File: src/rtl/div_32_seq.sv
// Iterative restoring divider: one shift-and-trial-subtract per clock, WIDTH iterations per operation.
// Signed mode divides magnitudes and fixes signs on entry to DONE; divide-by-zero short-cuts straight to DONE.
module div_32_seq #(
    parameter int WIDTH = 32
) (
    input  logic             clk,
    input  logic             rst,
    input  logic             start,
    input  logic             signed_op,
    input  logic [WIDTH-1:0] dividend,
    input  logic [WIDTH-1:0] divisor,
    output logic             busy,
    output logic             done,
    output logic [WIDTH-1:0] quotient,
    output logic [WIDTH-1:0] remainder,
    output logic             div_by_zero,
    output logic             over,
    output logic [1:0]       dbg_state
);

    localparam int CW = $clog2(WIDTH);

    typedef enum logic [1:0] {
        IDLE = 2'd0,
        CALC = 2'd1,
        DONE = 2'd2
    } state_t;

    state_t           state_q;
    logic [CW-1:0]    cnt_q;
    logic [WIDTH-1:0] dvd_q;
    logic [WIDTH-1:0] dvs_q;
    logic [WIDTH-1:0] rem_q;
    logic             neg_quo_q;
    logic             neg_rem_q;
    logic             ovf_q;
    logic             busy_q;
    logic             done_q;
    logic             dbz_q;
    logic             over_q;
    logic [WIDTH-1:0] quo_q;
    logic [WIDTH-1:0] rmd_q;

    logic             dvd_neg_d;
    logic             dvs_neg_d;
    logic [WIDTH-1:0] dvd_mag_d;
    logic [WIDTH-1:0] dvs_mag_d;
    logic             ovf_d;
    logic [WIDTH:0]   shifted_d;
    logic             fits_d;
    logic [WIDTH-1:0] rem_step_d;
    logic [WIDTH-1:0] quo_step_d;
    logic [WIDTH-1:0] quo_fix_d;
    logic [WIDTH-1:0] rem_fix_d;

    always_comb begin
        dvd_neg_d = signed_op & dividend[WIDTH-1];
        dvs_neg_d = signed_op & divisor[WIDTH-1];
        dvd_mag_d = dvd_neg_d ? -dividend : dividend;
        dvs_mag_d = dvs_neg_d ? -divisor : divisor;
        ovf_d     = signed_op && (dividend == {1'b1, {(WIDTH-1){1'b0}}}) && (divisor == '1);
    end

    // The shifted partial remainder keeps its top bit: with an unsigned divisor above
    // 2^(WIDTH-1) the remainder can itself have its MSB set before the shift.
    always_comb begin
        shifted_d  = {rem_q, dvd_q[WIDTH-1]};
        fits_d     = shifted_d >= {1'b0, dvs_q};
        rem_step_d = fits_d ? (shifted_d[WIDTH-1:0] - dvs_q) : shifted_d[WIDTH-1:0];
        quo_step_d = {dvd_q[WIDTH-2:0], fits_d};
        quo_fix_d  = neg_quo_q ? -quo_step_d : quo_step_d;
        rem_fix_d  = neg_rem_q ? -rem_step_d : rem_step_d;
    end

    always_ff @(posedge clk) begin
        if (rst) begin
            state_q   <= IDLE;
            cnt_q     <= '0;
            dvd_q     <= '0;
            dvs_q     <= '0;
            rem_q     <= '0;
            neg_quo_q <= 1'b0;
            neg_rem_q <= 1'b0;
            ovf_q     <= 1'b0;
            busy_q    <= 1'b0;
            done_q    <= 1'b0;
            dbz_q     <= 1'b0;
            over_q    <= 1'b0;
            quo_q     <= '0;
            rmd_q     <= '0;
        end else begin
            unique case (state_q)
                CALC: begin
                    // Dividend register doubles as the quotient shift register.
                    rem_q <= rem_step_d;
                    dvd_q <= quo_step_d;
                    cnt_q <= cnt_q - 1'b1;
                    if (cnt_q == '0) begin
                        state_q <= DONE;
                        busy_q  <= 1'b0;
                        done_q  <= 1'b1;
                        quo_q   <= quo_fix_d;
                        rmd_q   <= rem_fix_d;
                        over_q  <= ovf_q;
                    end
                end
                default: begin
                    state_q <= IDLE;
                    done_q  <= 1'b0;
                    if (start) begin
                        dbz_q  <= 1'b0;
                        over_q <= 1'b0;
                        ovf_q  <= ovf_d;
                        if (divisor == '0) begin
                            state_q <= DONE;
                            done_q  <= 1'b1;
                            dbz_q   <= 1'b1;
                            quo_q   <= '1;
                            rmd_q   <= dividend;
                        end else begin
                            state_q   <= CALC;
                            busy_q    <= 1'b1;
                            dvd_q     <= dvd_mag_d;
                            dvs_q     <= dvs_mag_d;
                            rem_q     <= '0;
                            cnt_q     <= CW'(WIDTH - 1);
                            neg_quo_q <= dvd_neg_d ^ dvs_neg_d;
                            neg_rem_q <= dvd_neg_d;
                        end
                    end
                end
            endcase
        end
    end

    assign busy        = busy_q;
    assign done        = done_q;
    assign quotient    = quo_q;
    assign remainder   = rmd_q;
    assign div_by_zero = dbz_q;
    assign over        = over_q;
    assign dbg_state   = state_q;

    a_busy_done_excl: assert property (@(posedge clk) disable iff (rst) !(busy_q && done_q));
    a_flags_excl:     assert property (@(posedge clk) disable iff (rst) !(dbz_q && over_q));
    a_busy_is_calc:   assert property (@(posedge clk) disable iff (rst) busy_q == (state_q == CALC));

endmodule

File: config.mk
export PLATFORM = sky130hd
export DESIGN_NAME = div_32_seq
export DESIGN_NICKNAME = d
export VERILOG_FILES = /design/src/rtl/div_32_seq.sv
export SDC_FILE = /design/constraint.sdc
export NUM_CORES = 1
export LEC_CHECK = 0
export BUFFER_PORTS_ARGS = -buffer_cell sky130_fd_sc_hd__buf_2
export CORE_MARGIN = 2
export CORE_UTILIZATION = 60
export CTS_BUF_LIST = sky130_fd_sc_hd__clkbuf_4 sky130_fd_sc_hd__clkbuf_8 sky130_fd_sc_hd__clkbuf_16
export CTS_CLUSTER_SIZE = 12
export DETAILED_ROUTE_END_ITERATION = 16
export PLACE_DENSITY_LB_ADDON = 0.12
export SYNTH_ARGS = -nofsm -noshare
export SYNTH_HDL_FRONTEND = slang
export SYNTH_SLANG_ARGS = --single-unit
File: constraint.sdc
create_clock -name clk -period 5.5 [get_ports clk]
set_input_delay 0.825 -clock clk [delete_from_list [all_inputs] [get_ports clk]]
set_output_delay 0.825 -clock clk [all_outputs]
set_load 0.005 [all_outputs]
* After elaboration in Yosys (flattened, before gate mapping)
Cells that the tools add are included.
Operators by class: $add $sub $neg 6, magnitude comparators 1, equal/unequal tests 5, mux-type cells 37, bitwise operators 5, reduce and logical (&&, ||, !) cells 12
Operator list (number):
- 2-to-1 mux 32 bit | 19
- negator 32 bit | 4
- equality test 32 bit (second input constant) | 2
- greater-or-equal comparator 33 x 32 -> 1 bit | 1
- logical NOT 32 bit | 1
- subtractor 32 bit | 1
- 2-to-1 mux 5 bit | 3
- 2-to-1 mux 1 bit | 11
- AND reduction 3 bit | 3
- 2-to-1 mux 2 bit | 4
- AND reduction 2 bit | 3
- logical NOT 5 bit | 1
- subtractor 5 x 1 -> 5 bit (second input constant) | 1
- nonzero test 2 bit | 2
- bitwise AND 1 bit | 2
- equality test 2 x 1 -> 1 bit (second input constant) | 1
- logical AND 1 bit | 2
- inequality test 2 x 1 -> 1 bit (second input constant) | 1
- inequality test 2 bit (second input constant) | 1
- inverter 1 bit | 2
- XOR 1 bit | 1
Storage, ports and cells: flip-flop bits (word level) 174, word-level logic and storage cells 80

* Logic depth before layout (Yosys ltp)
depth in word-level cells 6, gate-level depth with buffers 22

* Worst setup path after synthesis
OpenSTA, ideal clock, no wires.
kind register to register, start register dvs_q[1], end register rmd_q[28] (netlist: remainder[28]), arrival 4.015 ns, data required time 5.405 ns, slack 1.389 ns, cell stages (with the launch flop) 22, buffers on the path 2, cells stage by stage dfxtp_1 -> inv_1 -> ha_1 -> nor2b_1 -> o31ai_4 -> a211oi_2 -> o2111a_2 -> o21bai_4 -> nand2_4 -> inv_4 -> buf_4 -> buf_2 -> nor2_1 -> a21oi_1 -> ha_1 -> nand3_1 -> nor4b_2 -> a31o_2 -> nand3_2 -> o31ai_1 -> xor2_1 -> a221oi_1
On the way: word-level cells in the longest chain between the ends 6, elaborated cells between the ends (all ways) 7, classes of those cells 2 x add/sub; 1 x order compare; 4 x mux
RTL lines:
- start: declaration | line 32 | logic [WIDTH-1:0] dvs_q;
- start signal: assignment | line 124 | dvs_q <= dvs_mag_d;
- subtractor 32 bit / greater-or-equal comparator 33 x 32 -> 1 bit (equally long branches) | line 69, 68
- 2-to-1 mux 32 bit * | line 69 | rem_step_d = fits_d ? (shifted_d[WIDTH-1:0] - dvs_q) : shifted_d[WIDTH-1:0];
- negator 32 bit | line 72 | rem_fix_d = neg_rem_q ? -rem_step_d : rem_step_d;
- 2-to-1 mux 32 bit * | line 72
- 2-to-1 mux 32 bit * | line 98 | if (cnt_q == '0) begin
- 2-to-1 mux 32 bit * | line 92 | unique case (state_q)
- end signal: assignment | line 103 | rmd_q <= rem_fix_d;
- end signal: assignment | line 119 | rmd_q <= dividend;
- end: declaration | line 42 | logic [WIDTH-1:0] rmd_q;
Every way passes the cells marked *; elsewhere a longest branch is shown, timed or not. The select of a mux whose other input is x is not followed. A chain may end at the register's enable or synchronous reset.

* Final worst setup path
start register rem_q[9], end register rmd_q[28] (netlist: remainder[28])
On the way: word-level cells in the longest chain between the ends 6, elaborated cells between the ends (all ways) 7, classes of those cells 2 x add/sub; 1 x order compare; 4 x mux
RTL lines:
- start: declaration | line 33 | logic [WIDTH-1:0] rem_q;
- start signal: assignment | line 95 | rem_q <= rem_step_d;
- subtractor 32 bit / greater-or-equal comparator 33 x 32 -> 1 bit (equally long branches) | line 69, 68
- 2-to-1 mux 32 bit * | line 69
- negator 32 bit | line 72
- 2-to-1 mux 32 bit * | line 72
- 2-to-1 mux 32 bit * | line 98
- 2-to-1 mux 32 bit * | line 92
Marks and branches as above.

==> impl_metrics.toml <==
[sta]
clock_skew_ns = 0.01430
period_share = 0.8776
report.final.slew_viol_count = 0
fmax_ghz = 0.2072
relSlewSlack = 0.3581
tightest_slew_ns = 0.9608
rsz0062_at_grt = "false"
fin_crit_ns = 4.827
tns_ns = 0
setup_ws_ns = 0.6733
final-hold-violation-count = 0
setup_viol = 0

[place]
portBuffers = 137
gp_congestion = 0.9839
dp_hpwl_mm = 26.47
dpl_cell_area_mm2 = 0.01284
dp_slack_ns = 0.7691

[route]
drt-total-wl_mm = 35.76
drt_first_pass_iters = 6
num_vias = 12070
wl_per_cell_um = 18.50
drt-initial-drc-count = 992
drcViolationCount = 0
final_antenna_net_count = 0
vias_per_cell = 6.246

[floorplanning]
initial_utilization = 0.6073
fp.dieW_um = 146.4
dieArea_mm2 = 0.02144
rows = 52
fp.dieH_um = 146.4
io_pins = 138
core_mm2 = 0.02004

[yosys]
synth.distinct_cells = 98
synth_area_leaders = "dfxtp_1 28%, nor2_1 7.4%, xor2_1 5.1%, xnor2_1 5.0%, nand2_1 4.8%"
avgSynthCellArea_um2 = 7.658
synth_edf_count = 0
syn_inst = 1589
yosysTopAreaCellShare = 0.2846
yosys_warnings = 0
synth-main-ff-cell = "dfxtp_1"
synthesis.nets = 1697
async_flop_share = 0
ys_ff_latch = 173
syn-cell-area_mm2 = 0.01217
synth_largest_area_cell = "dfxtp_1"
synth_seq_area_share = 0.2846

[global_route]
grt_pass1_wl_mm = 57.21
first_global_vias = 11060
track_usage = 0.3288
grt_overflow = 0
antenna_found_initial = 0
grt_max_degree = 99

[clock_network]
post_cts_buffers = 0
cts_resized = 0
postCtsHoldBufs = 0
cts_tree = "done"
cts_root_buf = "clkbuf_16"
h-tree-depth = 4
clk_path_buf_depth = 2
cts_sinks = 173
cts_buffers = 17
clk_pin_slew_ns = 0.08
clock_latency_ns = 0.44

[cells_and_area]
fin_area_mm2 = 0.01344
layout.nets = 1759
antenna_cells = 0
layout_common_cells = "239 x nor2_1, 173 x dfxtp_1, 155 x nand2_1"
fillers = 1844
area_growth_pct = 10.46
drive_above_1_share = 0.1443
final_common_cell = "nor2_1"

[power]
total_power_mw = 9.716
peakVddDrop_mv = 0.5414
power_leakage_nw = 5.323
p_per_area_mw_per_mm2 = 722.8

[critical_path]
r2r_setup_slack_ns = 0.67
crit_path_end = "remainder[28]"
reg2reg_depth = 16
crit_type = "register to register"
r2r_end = "remainder[28]"
cp.required_ns = 5.85
crit_path_max_fanout = 32
crit_path_start = "rem_q[9]"
worstReg2RegStart = "rem_q[9]"
end_kind = "register"
worst-endpoint-arrival_ns = 5.18
start_kind = "register"

[status]
status = "completed"

[hold_path]
hp-class = "register to register"

[job]
maxCapViolations = 0
-- critical path, stage by stage (launching register included) --
cell and delay, ns:
dfxtp_1 0.36, ha_1 0.54, nand4_1 0.25, nor3_1 0.49, a41oi_1 0.25, o211a_2 0.39
nand2_4 0.24, inv_4 0.20, a21oi_1 0.25, ha_1 0.22, nand3_1 0.14, nor4b_2 0.36
a31o_2 0.28, nand3_2 0.12, o31ai_1 0.30, xor2_1 0.10, a221oi_1 0.23
-- synth_stat cells, types with 32 or more instances --
cell type  count
nor2_1       239
dfxtp_1      173
nand2_1      156
a21oi_1      115
xor2_1        71
xnor2_1       69
clkbuf_1      65
a211oi_1      63
inv_1         55
o21ai_0       49
a31oi_1       43
ha_1          39
nand3_1       34
nor3_1        32
-- power breakdown --
part	leakage, nW	total (mW)	switching, mW	internal [mW]
Clock	0.288	1.26	0.571	0.686
Combinational	3.62	6.84	4.30	2.54
Sequential	1.41	1.61	0.186	1.43
Total	5.32	9.72	5.06	4.65
-- routing by layer --
layer	share of wire	global-route usage	up-vias	wire length, um
met3	0.070	0.04000	73	2520
met1	0.43	0.4410	5597	15430
li1	-	-	5882	-
met5	0	0	-	0
met4	0.026	0.1034	0	947
met2	0.47	0.5545	521	16860
-- stage by stage --
step                utilization  instances  hold slack, ns
finish                   0.6708       1933          0.4507
global placement         0.6408       1902          0.4401
floorplan                     -       1589          0.4319
global route             0.6708       1933          0.4793
detailed placement       0.6408       1902          0.4448
CTS                      0.6708       1933          0.4549
-- registers in the layout, indices dropped and copies added, names as in the netlist --
signal       cells
over             1
busy             1
ovf_q            1
dvd_q           32
div_by_zero      1
dvs_q           32
quotient        32
dbg_state        2
rem_q           32
remainder       32
cnt_q            5
neg_rem_q        1
neg_quo_q        1
-- cell families (layout without fill, tap and decap cells) --
logic type | Yosys count | after routing | share of synthesized area
fa+ha+maj | 40 | 40 | 0.04174
mux | 29 | 29 | 0.02437
simple gates | 580 | 580 | 0.2192
buf+inv | 166 | 240 | 0.05943
compound gates | 460 | 460 | 0.2686
flops | 173 | 173 | 0.2846
xor+xnor | 141 | 141 | 0.1021
-- worst min-delay path by stage --
stage,startpoint,to,cells after the start
after floorplan,dvs_q[22],dvs_q[22],2
after global placement,busy,busy,2
after detailed placement,busy,busy,2
after CTS,busy,busy,2
after global routing,busy,busy,2
final,dvs_q[22],dvs_q[22],2
-- cell type report --
type | count | area (um^2) | share of cell area
Tap cell | 270 | 337.8 | 0.02513
Multi-Input combinational cell | 1250 | 8003 | 0.5954
Inverter | 56 | 212.7 | 0.01582
Timing Repair Buffer | 153 | 824.5 | 0.06134
Sequential cell | 173 | 3463 | 0.2577
Clock inverter | 14 | 175.2 | 0.01303
Clock buffer | 17 | 425.4 | 0.03165
(Power assumes the default switching activity.)
